**src/rtl/unary_add_ctrl.sv**
```systemverilog
// Sequencer for a unary pulse-count adder: pulses a binary operand pair into the
// adder, then drains it in read mode and rebuilds the binary sum from dout pulses.
module unary_add_ctrl #(
  parameter int W         = 6,
  parameter int DRAIN_MAX = 2**W + 2
) (
  input  logic         clk,
  input  logic         rst_n,
  input  logic         in_valid,
  output logic         in_ready,
  input  logic [W-1:0] op_a,
  input  logic [W-1:0] op_b,
  output logic         out_valid,
  input  logic         out_ready,
  output logic [W-1:0] sum,
  output logic         carry,
  output logic         err,
  output logic         busy,
  output logic         add_en,
  output logic         add_a,
  output logic         add_b,
  output logic         add_rw,
  input  logic         add_dout,
  input  logic         add_c
);

  localparam int DW = $clog2(DRAIN_MAX + 1);
  localparam logic [W-1:0]  ONE_W  = W'(1);
  localparam logic [DW-1:0] ONE_D  = DW'(1);
  localparam logic [DW-1:0] DR_LIM = DW'(DRAIN_MAX);

  typedef enum logic [2:0] {IDLE, LOAD, SETTLE, DRAIN, DONE} state_t;

  state_t        state, state_nxt;
  logic [W-1:0]  a_rem, b_rem, pcnt;
  logic [DW-1:0] dcnt;
  logic [W-1:0]  a_dec, b_dec, pcnt_inc;
  logic [DW-1:0] dcnt_inc;
  logic          accept, drain_end, drain_tmo;

  assign accept    = in_valid && (state == IDLE);
  assign a_dec     = (a_rem != '0) ? a_rem - ONE_W : a_rem;
  assign b_dec     = (b_rem != '0) ? b_rem - ONE_W : b_rem;
  assign pcnt_inc  = add_dout ? pcnt + ONE_W : pcnt;
  assign dcnt_inc  = dcnt + ONE_D;
  // The first drain cycle only covers the adder's read latency, so dout=0 there
  // must not end the phase.
  assign drain_end = (dcnt != '0) && !add_dout;
  assign drain_tmo = (dcnt_inc == DR_LIM);

  always_ff @(posedge clk or negedge rst_n) begin
    if (!rst_n) state <= IDLE;
    else        state <= state_nxt;
  end

  always_comb begin
    state_nxt = state;
    case (state)
      IDLE:    if (accept) state_nxt = ((op_a == '0) && (op_b == '0)) ? SETTLE : LOAD;
      LOAD:    if ((a_dec == '0) && (b_dec == '0)) state_nxt = SETTLE;
      SETTLE:  state_nxt = DRAIN;
      DRAIN:   if (drain_end || drain_tmo) state_nxt = DONE;
      DONE:    if (out_ready) state_nxt = IDLE;
      default: state_nxt = IDLE;
    endcase
  end

  always_comb begin
    in_ready  = 1'b0;
    busy      = 1'b1;
    out_valid = 1'b0;
    add_en    = 1'b0;
    add_a     = 1'b0;
    add_b     = 1'b0;
    add_rw    = 1'b0;
    case (state)
      IDLE: begin
        in_ready = 1'b1;
        busy     = 1'b0;
      end
      LOAD: begin
        add_en = 1'b1;
        add_a  = (a_rem != '0);
        add_b  = (b_rem != '0);
      end
      SETTLE: add_en = 1'b1;
      DRAIN: begin
        add_en = 1'b1;
        add_rw = 1'b1;
      end
      DONE:    out_valid = 1'b1;
      default: ;
    endcase
  end

  // Working counters are only meaningful inside an operation; they need no reset.
  always_ff @(posedge clk) begin
    if (accept) begin
      a_rem <= op_a;
      b_rem <= op_b;
    end else if (state == LOAD) begin
      a_rem <= a_dec;
      b_rem <= b_dec;
    end
    if (state == SETTLE) begin
      pcnt <= '0;
      dcnt <= '0;
    end else if (state == DRAIN) begin
      pcnt <= pcnt_inc;
      dcnt <= dcnt_inc;
    end
  end

  always_ff @(posedge clk or negedge rst_n) begin
    if (!rst_n) begin
      sum   <= '0;
      carry <= 1'b0;
      err   <= 1'b0;
    end else begin
      if (accept) begin
        carry <= 1'b0;
        err   <= 1'b0;
      end
      if (state == SETTLE) carry <= add_c;
      if (state == DRAIN) begin
        if (drain_end) begin
          sum <= pcnt_inc;
        end else if (drain_tmo) begin
          sum <= pcnt_inc;
          err <= 1'b1;
        end
      end
    end
  end

endmodule

```
**config.mk**
```make
export PLATFORM = sky130hd
export DESIGN_NAME = unary_add_ctrl
export DESIGN_NICKNAME = d
export VERILOG_FILES = /design/src/rtl/unary_add_ctrl.sv
export SDC_FILE = /design/constraint.sdc
export NUM_CORES = 1
export LEC_CHECK = 0
export CAP_MARGIN = 20
export CORE_AREA = 2 2 89 91
export CTS_BUF_LIST = sky130_fd_sc_hd__clkbuf_2
export DETAILED_ROUTE_END_ITERATION = 16
export DIE_AREA = 0 0 91 93
export GPL_TIMING_DRIVEN = 0
export PLACE_DENSITY = 0.56
export RECOVER_POWER = 50
export SYNTH_ARGS = -nofsm -noshare
export SYNTH_HDL_FRONTEND = slang
export SYNTH_SLANG_ARGS = --single-unit
```
**constraint.sdc**
```tcl
create_clock -name clk -period 2.3 [get_ports clk]
set_input_delay 0.46 -clock clk [delete_from_list [all_inputs] [get_ports clk]]
set_output_delay 0.46 -clock clk [all_outputs]
set_load 0.01 [all_outputs]
```
==> metrics.yaml, run 1 <==
path_clk_slew_ns: 0.19
min_path_type: "in2async"
pin_count: 33
yosys_warnings: 0
cp-end-kind: "output pin"
synth-main-ff-cell: "dfxtp_1"
drv_cap: 0
critical_path_required_ns: 1.84
cts_buffer_depth: 2
cts_tree: "built"
yosysMostFrequentCell: "nand2_1"
crit_chain: "inv_2 -> ha_4 -> or4b_4 -> nor2_4 -> nor2_2 -> buf_2"
fin_util: 0.385
antenna_cells: 0
cpMaxStageDelayCell: "or4b_4"
synthTopCellsByCount: "nand2_1 (31), nor2_1 (19), dfxtp_1 (13), inv_1 (13)"
via_per_inst: 4.86
power.leakage_nw: 1.18
postLayoutCellArea_mm2: 0.00290
cts_buffers: 5
nets: 317
synth_edf_count: 12
grt_pass1_vias: 1878
antenna_found_initial: 0
syn-num-nets: 265
grt_usage: 0.129
synth_top_cell_by_area: "edfxtp_1"
drive_gt1_frac: 0.219
reg2reg_to: "state[1]"
drt-total-wl_um: 5400
start_util: 0.294
port-buffer-count: 31
die_h_um: 93
synth_area_per_cell_um2: 9.25
grt_start_max_net_pins: 13
rsz0062_at_grt: "true"
ys_ff_latch: 36
postSynth.asyncResetShare: 0.306
dpl_cell_area_mm2: 0.00265
num_rows: 32
holdBufCountCts: 0
rrSetupSlack_ns: 0.11
crit_fanout: 3
finalPower_mw: 3.42
tightest_slew_ns: 0.955
synth.distinct_cells: 55
postSynthCellCount: 239
yosysTopAreaCellShare: 0.163
grt_overflow_total: 0
outcome: "complete, no violations"
netlist_area_mm2: 0.00221
max_stage_delay_ns: 0.48
ant_nets: 0
worstReg2RegStart: "a_rem[1]"
drc_errors: 0
max_freq_mhz: 439
rr_worst_depth: 8
core_area_mm2: 0.00753
max_slew_margin: 0.362
die_w_um: 91
cts_root_buf: "clkbuf_2"
dieArea_mm2: 0.00846
start_kind: "register"
cp.arrival_ns: 1.82
hold_viol: 0
cts_sinks: 36
dp_hpwl_um: 3850
power.density_mw_per_mm2: 1180
clk-insertion-delay-late_ns: 0.38
finalSetupTns_ns: 0
grt_pass1_wl_um: 8880
layout_min_cycle_time_ns: 2.28
drtPass1Iterations: 4
area_delta_synth_final_pct: 31.0
routedWlPerCell_um: 13.7
ys_seq_area_frac: 0.405
slew_viol_final: 0
fin_skew_ns: 0.0112
worstSetupPathType: "reg2out"
min_period_over_period: 0.991
place_congestion: 0.885
num_vias: 1913
fillCellCount: 792
max-vdd-ir-drop_mv: 0.471
drt-initial-drc-count: 44
synth_area_leaders: "edfxtp_1 (16%), dfrtp_1 (12%), dfxtp_1 (12%)"
htree_levels: 2
setup_viol: 0
[report_power, final]
part | leakage, nW | switching [mW] | internal (mW)
Combinational | 0.782 | 1.00 | 0.922
Sequential | 0.366 | 0.228 | 0.971
Clock | 0.0327 | 0.223 | 0.0737
[critical path: cells and delay by family, from the launching register on]
kind          cells  cell delay, ns
fa+ha+maj         1            0.15
flops             1            0.43
simple gates      3            0.63
buf+inv           2            0.24
[repair_timing]
action | CTS | global route
resized for setup | 33 | 7
setup endpoints to repair | 7 | 5
setup buffers | 11 | 3
hold endpoints to repair | 0 | 0
pin swaps | 4 | 5
[final cells by class]
cell class / instances / area, um2 / share of cell area
Sequential cell: 36 / 896 / 0.309
Clock inverter: 3 / 18.8 / 0.00648
Tap cell: 102 / 128 / 0.0441
Inverter: 14 / 55.1 / 0.0190
Multi-Input combinational cell: 182 / 1330 / 0.458
Buffer: 7 / 41.3 / 0.0143
Timing Repair Buffer: 45 / 405 / 0.140
Clock buffer: 5 / 25.0 / 0.00864
[cell usage in the layout (no fill, tap or decap), types with 4 or more instances in the layout]
master	Yosys	routed
inv_1	13	10
nor2_1	19	15
nand2_1	31	30
dlygate4sd3_1	0	9
o31ai_1	7	7
nor3_1	5	4
dfxtp_1	13	13
or3_1	7	6
nor4_1	4	4
clkdlybuf4s50_1	0	17
ha_1	8	6
a21oi_1	12	12
o21ai_0	12	12
buf_4	0	14
clkbuf_2	0	6
nor2b_1	5	4
nand3_1	5	6
edfxtp_1	12	12
xnor2_1	6	6
clkbuf_1	6	4
mux2_2	5	5
mux2_4	6	6
dfrtp_1	11	11
[metrics by stage]
| stage | worst slack, ns | hold slack, ns | std cells |
|---|---|---|---|
| 2_1_floorplan | 0.335 | 0.164 | 239 |
| 3_3_place_gp | -0.615 | 0.471 | 372 |
| 3_5_place_dp | -0.172 | 0.472 | 372 |
| 4_1_cts | -0.0170 | 0.394 | 391 |
| 5_1_grt | -0.0718 | 0.485 | 394 |
| 6_report | 0.0207 | 0.476 | 394 |
[how the worst max path moves through the flow]
stage               startpoint        to  slack, ns  cells after the start
floorplan             a_rem[0]  a_rem[1]       0.34                      6
global placement      in_valid  a_rem[1]      -0.61                      3
detailed placement    a_rem[0]     add_a      -0.17                      6
CTS                   a_rem[0]     add_a      -0.02                      6
global route          a_rem[1]     add_a      -0.07                      6
finish                a_rem[1]     add_a       0.02                      6
[flip-flops by register name (all words and copies together) (netlist names)]
signal,cells
b_rem,6
dcnt,7
carry,1
state,3
a_rem,6
err,1
pcnt,6
sum,6
[layer usage]
layer | part of all wire | track usage
met1 | 0.46 | 0.162
met2 | 0.49 | 0.230
met3 | 0.041 | 0.0274
met4 | 0.011 | 0.0290
met5 | 0 | 0
[kinds of logic after synthesis]
logic type	after synthesis	synth area share
and+or+nand+nor	96	0.223
adders and majority gates	8	0.0453
buffers and inverters	21	0.0362
AOI/OAI and AO/OA	56	0.180
DFF	36	0.405
xor gates and xnor gates	9	0.0357
muxes	13	0.0753
Note: power is estimated with default switching activity, not from simulation.
==> inputs of run 2 (changes only) <==
- ABC_AREA: not set -> 1
- CORE_AREA: 2 2 89 91 -> 2 2 69 120
- DIE_AREA: 0 0 91 93 -> 0 0 71 122
- PLACE_DENSITY: 0.56 -> 0.55
- SLEW_MARGIN: not set -> 25
==> run 2 against run 1 <==
- synthesized area up 1.2%
- critical path type unchanged
- fmax up 5.1%
- worst setup slack better by 0.11 ns
- register-to-register slack better by 0.28 ns
- worst hold slack worse by 0.034 ns
- final area down 1.9%
- combinational power down 98%
- largest cell class unchanged
- critical path depth up 2
- highest routed layer unchanged
- sequential share of layout area up 0.60 points
==> metrics.yaml, run 2 <==
dp.cells: 416  # +12%
min_path_type: "in2async"
max_freq_mhz: 461  # +5.1%
synth-main-ff-cell: "dfxtp_1"
antenna_cells: 0  # unchanged
outcome: "complete, no violations"
drtPass1Iterations: 4  # unchanged
layout.cells.most_common: "nand2_1"
worst_hold_slack_ns: 0.442  # -0.0338 ns
grt_pass1_vias: 2104  # +12%
drt-total-wl_um: 5360  # -0.70%
area_delta_synth_final_pct: 27.0
place_ws_ns: 0.120  # +0.292 ns
finalNonFillerCells: 436  # +11%
synthTopCellsByCount: "nand2_1 (73), inv_1 (44), o21ai_0 (28)"
cts_root_buf: "clkbuf_2"
yosysTopAreaCellShare: 0.161  # -0.00192
layout_min_cycle_time_ns: 2.17  # -0.111 ns
place_congestion: 0.808  # -8.7%
cts_sinks: 36  # unchanged
pin_count: 33  # unchanged
cts_tree: "built"
grt_usage: 0.136  # +0.00620
syn-num-nets: 320  # +21%
reg2reg_to: "b_rem[1]"
htree_levels: 2  # unchanged
ys_seq_area_frac: 0.401  # -0.00476
grt_overflow_total: 0  # unchanged
hold_viol: 0  # unchanged
netlist_area_mm2: 0.00224  # +1.2%
drv_cap: 0  # unchanged
holdBufCountCts: 0  # unchanged
nets: 371  # +17%
dieArea_mm2: 0.00866  # +2.4%
critical_path_required_ns: 1.84  # about the same
max_slew_margin: 0.561  # +0.199
max-vdd-ir-drop_mv: 0.195  # -58%
ant_nets: 0  # unchanged
antenna_found_initial: 0  # unchanged
layout_common_cells: "nand2_1 (71), inv_1 (42), o21ai_0 (27)"
synth_edf_count: 12  # unchanged
min_period_over_period: 0.943  # -0.0485
path_clk_slew_ns: 0.20  # about the same
ys_ff_latch: 36  # unchanged
worstSetupPathType: "reg2out"
slew_viol_final: 0  # unchanged
fillCellCount: 815  # +2.9%
fin_skew_ns: 0.0214  # +0.0102 ns
cts_buffers: 5  # unchanged
finalWorstSetupSlack_ns: 0.132  # +0.111 ns
grt_start_max_net_pins: 18  # +5
num_rows: 43  # +34%
postSynthCellCount: 294  # +23%
die_h_um: 122  # +31%
start_util: 0.287  # -0.00694
synth_area_per_cell_um2: 7.61  # -18%
drive_gt1_frac: 0.136  # -0.0833
finalSetupTns_ns: 0  # unchanged
dp_hpwl_um: 4280  # +11%
grt_pass1_wl_um: 9170  # +3.3%
tightest_slew_ns: 0.658  # -0.297 ns
port-buffer-count: 32  # +3.2%
postLayoutCellArea_mm2: 0.00284  # -1.9%
start_kind: "register"
power.leakage_nw: 1.30  # +10%
drt-initial-drc-count: 58  # +32%
power.density_mw_per_mm2: 354  # -70%
setup_viol: 0  # unchanged
die_w_um: 71  # -22%
cp-end-kind: "output pin"
yosysMostFrequentCell: "nand2_1"
routedWlPerCell_um: 12.3  # -10%
worstReg2RegStart: "state[0]"
yosys_warnings: 0  # unchanged
cts_buffer_depth: 2  # unchanged
synth_top_cell_by_area: "edfxtp_1"
dpl_cell_area_mm2: 0.00267  # +0.75%
rrSetupSlack_ns: 0.39  # +0.28 ns
cp.arrival_ns: 1.71  # -0.11 ns
via_per_inst: 4.65  # -4.2%
rr_worst_depth: 6  # -2
synth_area_leaders: "edfxtp_1 (16%), dfrtp_1 (12%), nand2_1 (12%)"
drc_errors: 0  # unchanged
clk-insertion-delay-late_ns: 0.40  # +0.02 ns
core_area_mm2: 0.00780  # +3.6%
crit_fanout: 3  # unchanged
synth.distinct_cells: 29  # -47%
largest_register: "dcnt"
postSynth.asyncResetShare: 0.306  # unchanged
largest_reg_flops: 7  # unchanged
num_vias: 2029  # +6.1%
-- run 2: changes by cell type after synthesis, moves of 7 or more --
cell     delta
nand2_1    +42
inv_1      +31
o21ai_0    +16
nand3_1    +13
o31ai_1     -7
or3_1       -7
-- run 2: per-layer routing --
metal,GRT usage,part of all wire,wire length [um],vias to the layer above
met5,0,0,0,-
met4,0.0495,0.019,104,0
met3,0.0273,0.021,111,8
met2,0.283,0.60,3220,22
met1,0.122,0.36,1920,944
li1,-,-,-,1055
-- run 2: per-stage QoR --
| step | util | power, mW |
|---|---|---|
| floorplan | - | 0.678 |
| global placement | 0.342 | 0.719 |
| detailed placement | 0.343 | 0.719 |
| CTS | 0.359 | 1.02 |
| global route | 0.364 | 1.05 |
| finish | 0.364 | 1.00 |
-- run 2: worst max path at each step --
| stage | from | endpoint | slack [ns] | cells past startpoint |
|---|---|---|---|---|
| after floorplan | state[2] | a_rem[0] | 0.44 | 3 |
| after global placement | in_valid | b_rem[2] | -0.30 | 4 |
| after detailed placement | a_rem[0] | add_a | 0.12 | 8 |
| after CTS | state[0] | busy | 0.004 | 5 |
| after global routing | a_rem[1] | add_a | -0.02 | 8 |
| final | a_rem[1] | add_a | 0.13 | 8 |
-- run 2: logic make-up after synthesis --
group,synth area share
xor+xnor,0.0353
flops,0.401
fa+ha+maj,0.0448
compound gates,0.132
simple gates,0.295
buf+inv,0.0923
-- run 2: what timing repair did --
action,in CTS,in global routing
endpoints found under the setup margin,6,5
pin swaps,1,1
buffers inserted,10,3
resized for setup,12,12
-- run 2: cell type report --
cell class,instances,area (um2),share of cell area
repair buffers,45,429,0.151
well taps,90,113,0.0396
plain buffers,5,26.3,0.00925
inverters,46,173,0.0608
flip-flops and latches,36,896,0.315
clock buffers,7,35.0,0.0123
clock inverters,1,3.75,0.00132
multi-input cells,206,1160,0.410
-- run 2: power by group --
group / total (mW) / internal, mW / switching, mW
Combinational: 0.0479 / 0.0293 / 0.0186
Clock: 0.300 / 0.0814 / 0.218
Sequential: 0.657 / 0.657 / 0.000514
-- run 2: critical path, cell delays in order (launching register included) --
cell and delay (ns):
edfxtp_1 0.47, inv_2 0.08, ha_1 0.13, inv_1 0.07
nor2_4 0.13, nand3_2 0.11, nand2_2 0.06, inv_1 0.03
clkdlybuf4s15_1 0.21
